File: config.mk
export PLATFORM = sky130hd
export DESIGN_NAME = mul25_seq_flat
export DESIGN_NICKNAME = d
export VERILOG_FILES = /design/src/rtl/mul25_seq_pkg.sv /design/src/rtl/mul25_seq_if.sv /design/src/rtl/mul25_step.sv /design/src/rtl/mul25_seq.sv /design/src/flat_wrapper.sv
export SDC_FILE = /design/constraint.sdc
export NUM_CORES = 1
export LEC_CHECK = 0
export ABC_AREA = 0
export BUFFER_PORTS_ARGS = -buffer_cell sky130_fd_sc_hd__clkbuf_2
export CAP_MARGIN = 20
export CORE_MARGIN = 2
export CORE_UTILIZATION = 30
export CTS_BUF_LIST = sky130_fd_sc_hd__clkbuf_8 sky130_fd_sc_hd__clkbuf_16
export CTS_CLUSTER_SIZE = 25
export DETAILED_ROUTE_END_ITERATION = 8
export PLACE_DENSITY_LB_ADDON = 0.1
export SLEW_MARGIN = 20
export SYNTH_ARGS = -nofsm -noshare
export SYNTH_HDL_FRONTEND = slang
export SYNTH_SLANG_ARGS = --single-unit
File: constraint.sdc
create_clock -name clk -period 2.9 [get_ports clk]
set_clock_uncertainty 0.15 [all_clocks]
set_input_delay 0 -clock clk [delete_from_list [all_inputs] [get_ports clk]]
set_output_delay 0 -clock clk [all_outputs]
set_load 0.005 [all_outputs]
File: src/rtl/mul25_seq_pkg.sv
// mul25_seq_pkg: shared FPAU mantissa widths, iteration count and multiplier FSM states
package mul25_seq_pkg;
  localparam int MANT_W = 25;
  localparam int PROD_W = 50;
  localparam int CNT_W = 5;
  localparam logic [CNT_W-1:0] ITER_LAST = 5'd24;
  typedef enum logic [1:0] {IDLE, CALC, DONE} state_t;
endpackage

File: src/rtl/mul25_seq_if.sv
// mul25_seq_if: operand and result valid/ready handshakes of the mantissa multiplier
interface mul25_seq_if
  import mul25_seq_pkg::*;
#(
  parameter int W = MANT_W
);
  logic in_valid;
  logic in_ready;
  logic [W-1:0] A;
  logic [W-1:0] B;
  logic out_valid;
  logic out_ready;
  logic [2*W-1:0] P;
  logic [W-1:0] S;
  logic norm;
  modport master (
    output in_valid, A, B, out_ready,
    input  in_ready, out_valid, P, S, norm
  );
  modport slave (
    input  in_valid, A, B, out_ready,
    output in_ready, out_valid, P, S, norm
  );
endinterface

File: src/rtl/mul25_step.sv
// mul25_step: one radix-2 shift-add iteration on the {acc, mplr} pair
module mul25_step
  import mul25_seq_pkg::*;
(
  input  logic [MANT_W:0]   acc,
  input  logic [MANT_W-1:0] mplr,
  input  logic [MANT_W-1:0] mcand,
  output logic [MANT_W:0]   acc_nxt,
  output logic [MANT_W-1:0] mplr_nxt
);
  logic [MANT_W:0] w_sum;
  // acc stays below 2^25 before the add, so the 26-bit sum cannot overflow
  assign w_sum = acc + (mplr[0] ? {1'b0, mcand} : '0);
  assign acc_nxt = {1'b0, w_sum[MANT_W:1]};
  assign mplr_nxt = {w_sum[0], mplr[MANT_W-1:1]};
endmodule

File: src/rtl/mul25_seq.sv
// mul25_seq: iterative 25x25 unsigned mantissa multiplier with normalised significand output
module mul25_seq
  import mul25_seq_pkg::*;
(
  input  logic       clk,
  input  logic       rst_n,
  mul25_seq_if.slave bus
);
  state_t r_state, w_state_nxt;
  logic [MANT_W:0] r_acc, w_acc_nxt;
  logic [MANT_W-1:0] r_mplr, r_mcand, w_mplr_nxt;
  logic [CNT_W-1:0] r_cnt;
  logic [PROD_W-1:0] r_p;
  logic w_accept, w_last, w_norm;
  assign bus.in_ready = rst_n && r_state == IDLE;
  assign w_accept = bus.in_valid && bus.in_ready;
  assign w_last = r_state == CALC && r_cnt == ITER_LAST;
  mul25_step u_step (
    .acc(r_acc),
    .mplr(r_mplr),
    .mcand(r_mcand),
    .acc_nxt(w_acc_nxt),
    .mplr_nxt(w_mplr_nxt)
  );
  always_comb begin
    w_state_nxt = r_state;
    w_state_nxt = w_accept ? CALC :
                  w_last ? DONE :
                  (r_state == DONE && bus.out_ready) ? IDLE : r_state;
  end
  always_ff @(posedge clk) begin
    if (!rst_n) r_state <= IDLE;
    else r_state <= w_state_nxt;
  end
  always_ff @(posedge clk) begin
    if (!rst_n) begin
      r_acc <= '0;
      r_mplr <= '0;
      r_mcand <= '0;
      r_cnt <= '0;
      r_p <= '0;
    end else if (w_accept) begin
      r_acc <= '0;
      r_mplr <= bus.B;
      r_mcand <= bus.A;
      r_cnt <= '0;
    end else if (r_state == CALC) begin
      r_acc <= w_acc_nxt;
      r_mplr <= w_mplr_nxt;
      r_cnt <= r_cnt + CNT_W'(1);
      // top bit of the shifted acc is always zero, so the truncation drops nothing
      if (w_last) r_p <= PROD_W'({w_acc_nxt, w_mplr_nxt});
    end
  end
  assign w_norm = r_p[PROD_W-1];
  assign bus.out_valid = r_state == DONE;
  assign bus.P = r_p;
  assign bus.norm = w_norm;
  assign bus.S = w_norm ? r_p[PROD_W-1:MANT_W] : r_p[PROD_W-2:MANT_W-1];
endmodule

File: src/flat_wrapper.sv
// flat-port wrapper written by rule: the top's interface ports become plain ports
module mul25_seq_flat import mul25_seq_pkg::*;
  (clk, rst_n, bus_in_valid, bus_A, bus_B, bus_out_ready, bus_in_ready, bus_out_valid, bus_P, bus_S, bus_norm);
  mul25_seq_if bus_i ();
  input  logic clk;
  input  logic rst_n;
  input wire logic [$bits(bus_i.in_valid)-1:0] bus_in_valid;
  input wire logic [$bits(bus_i.A)-1:0] bus_A;
  input wire logic [$bits(bus_i.B)-1:0] bus_B;
  input wire logic [$bits(bus_i.out_ready)-1:0] bus_out_ready;
  output wire logic [$bits(bus_i.in_ready)-1:0] bus_in_ready;
  output wire logic [$bits(bus_i.out_valid)-1:0] bus_out_valid;
  output wire logic [$bits(bus_i.P)-1:0] bus_P;
  output wire logic [$bits(bus_i.S)-1:0] bus_S;
  output wire logic [$bits(bus_i.norm)-1:0] bus_norm;
  assign bus_i.in_valid = bus_in_valid;
  assign bus_i.A = bus_A;
  assign bus_i.B = bus_B;
  assign bus_i.out_ready = bus_out_ready;
  assign bus_in_ready = bus_i.in_ready;
  assign bus_out_valid = bus_i.out_valid;
  assign bus_P = bus_i.P;
  assign bus_S = bus_i.S;
  assign bus_norm = bus_i.norm;
  mul25_seq u_core (.clk(clk), .rst_n(rst_n), .bus(bus_i));
endmodule
==> results.toml <==
[clock_network]
cts_buffers = 17
cts_max_path_buffers = 2
path_clk_slew_ns = 0.06
cts-htree-levels = 4
postCtsSetupRepairBufs = 0
clk_root_buffer_cell = "clkbuf_16"
cts_tree = "yes"
clock_latency_ns = 0.43
cts_sinks = 132

[layout]
antenna_cells = 0
drive_above_1_share = 0.237
final_common_cell = "nand2_1"
area_growth_pct = 30.7
n_fill_cell = 2393
seqCellArea_um2 = 2640
final_cell_mix = "nand2_1, dfxtp_1, clkbuf_2"
multi_input_area_um2 = 4050
stdcell_count = 1312
nets = 1096

[yosys]
synthFlopType = "dfxtp_1"
synth_fp_nets = 922
yosys.area.top_type = "dfxtp_1"
synth_area_leaders = "dfxtp_1, nand2_1, a21boi_0"
synth_edf_count = 0
yosysUniqueCellTypes = 64
syn_inst = 840
synth_top_area_share = 0.380
synth-warning-count = 0
synth.avg_cell_area_um2 = 8.27
ys_ff_latch = 132
yosysSeqAreaShare = 0.380
async_flop_share = 0
synth_area_um2 = 6950

[placement]
gp_congestion = 0.841
io_buffers = 131
dp.cells = 1228
dpl.hpwl_um = 15500

[global_routing]
grt_usage = 0.180
grt_pass1_vias = 6336
grt_max_degree = 57
antenna_found_initial = 0
grt_overflow_total = 0
grt_pass1_wl_um = 34100

[timing]
period_share = 0.940
hold_violations = 0
max_clock_freq_mhz = 367
tightest_slew_ns = 0.619
period_needed_ns = 2.73
finalSetupViolations = 0
worst_slew_margin_rel = 0.587
tns_ns = 0
slew_violations = 0
rsz0062_at_grt = "no"

[worst_hold_path]
hold_end = "u_core.r_mcand[16]$_SDFFE_PN0P_"
holdPathStages = 3
worstHoldStart = "rst_n"
holdCritPathClass = "in -> reg"

[routing]
top_layer_used = "met4"
route.detailed.drc = 0
dr_wl_met2_um = 10700
vias_per_cell = 4.87
drt-met1-wl_um = 9940
routed-wl-met3_um = 787
drtPass1Iterations = 4
routed_wl_um = 21600
avgRoutedWirePerCell_um = 16.4
vias = 6394
first_iter_violations = 303
drtAntennaViolNets = 0

[power]
irDropWorstVdd_v = 0.000333
power_mw = 4.39
p_leak_nw = 3.82
power_density_nw_per_um2 = 483

[critical_path]
critPathRequiredTime_ns = 3.05
path_max_fanout = 25
r2r.worst_path.cells = 10
crit_path_max_incr_delay_ns = 0.34
regToRegStartpoint = "u_core.r_mplr[0]$_SDFFE_PN0P_"
cp_cell_sequence = "buf_12, and2_1, ha_1, a21o_1, a211o_1, o21bai_4, a21oi_2, a211oi_2, xor2_1, o21ai_1"
critPathCaptureType = "flip-flop"
r2r_end = "u_core.bus.P[44]$_SDFFE_PN0P_"
critical_path_class = "reg -> reg"
slowest_stage = "ha_1"
worst-path-buf-inv = 1
crit_family = "compound AO/OA/AOI/OAI gates"
reg2reg_slack_ns = 0.17
startpoint_type = "flip-flop"
arrival_ns = 2.88

[floorplan]
initial_core_util = 0.306
die_h_um = 156
die-area_um2 = 24400
ios = 132
dieWidth_um = 156
fp.coreArea_um2 = 22700
rows = 55

[status]
status = "completed"

[run]
timing.max_cap.violations = 0
power by group:
group | internal, mW | switching (mW)
clock network | 1.23 | 0.933
registers | 1.86 | 0.0309
logic | 0.158 | 0.183
timing repair:
action,in CTS,in global routing
gates resized for setup,0,2
hold buffers,52,0
setup endpoints to repair,0,6
endpoints found under the hold margin,51,0
Yosys cell counts, types with 5 or more instances:
cell type,count
clkbuf_1,35
a21o_1,12
xor2_1,10
dfxtp_1,132
a21boi_0,83
nor2_1,27
o21ai_0,25
inv_1,10
nand2_1,203
a21oi_1,32
nor3_1,9
a22oi_1,24
nand3_1,28
nand2b_1,7
buf_2,17
and2_1,28
xnor2_1,10
mux2_2,24
o21ai_1,7
nand3b_1,5
ha_1,27
nand4_1,5
state kept, by name, summed over array words and instances, names as in the netlist:
| register | cells |
|---|---|
| u_core.r_mplr | 25 |
| u_core.r_state | 2 |
| u_core.r_cnt | 5 |
| u_core.bus.P | 50 |
| u_core.r_acc | 25 |
| u_core.r_mcand | 25 |
layout make-up:
class / instances / area share
Sequential cell: 132 / 0.291
Tap cell: 285 / 0.0393
Inverter: 10 / 0.00413
Clock inverter: 14 / 0.0157
Multi-Input combinational cell: 641 / 0.445
Timing Repair Buffer: 212 / 0.156
Clock buffer: 18 / 0.0484
how the worst max path moves through the flow:
stage	startpoint	endpoint	slack (ns)	depth (start not counted)
CTS	u_core.r_mplr[0]$_SDFFE_PN0P_	u_core.bus.P[48]$_SDFFE_PN0P_	0.15	11
global route	u_core.r_mplr[0]$_SDFFE_PN0P_	u_core.r_acc[23]$_SDFFE_PP0P_	0.003	11
floorplan	u_core.r_mplr[0]$_SDFFE_PN0P_	u_core.bus.P[34]$_SDFFE_PN0P_	0.37	11
detailed placement	u_core.r_mplr[0]$_SDFFE_PN0P_	u_core.bus.P[47]$_SDFFE_PN0P_	0.17	10
finish	u_core.r_mplr[0]$_SDFFE_PN0P_	u_core.bus.P[44]$_SDFFE_PN0P_	0.17	10
global placement	u_core.r_mplr[0]$_SDFFE_PN0P_	u_core.bus.P[47]$_SDFFE_PN0P_	0.16	10
routing by layer:
layer  vias up  track usage
li1       3277            -
met3        12       0.0393
met2       117        0.318
met1      2988        0.226
met4         0       0.0393
met5         -            0
stage by stage:
stage	hold slack (ns)	util	setup slack [ns]	area, um2
floorplan	-0.00508	-	0.375	6950
global placement	0.0835	0.351	0.156	7970
detailed placement	0.0939	0.351	0.175	7970
CTS	0.0594	0.400	0.153	9070
global route	0.0502	0.400	0.00288	9080
finish	0.0362	0.400	0.174	9080
worst min-delay path, stage by stage:
cell and delay [ns]:
buf_2 0.11, buf_4 0.26, a21boi_0 0.18
kinds of logic (layout without fill, tap and decap cells):
family | Yosys count | after routing | share of synthesized area
fa+ha+maj | 28 | 28 | 0.0515
compound gates | 230 | 230 | 0.239
xor+xnor | 20 | 20 | 0.0252
flops | 132 | 132 | 0.380
buf+inv | 67 | 254 | 0.0403
mux | 28 | 28 | 0.0446
simple gates | 335 | 335 | 0.219
Note: power is estimated with default switching activity, not from simulation.
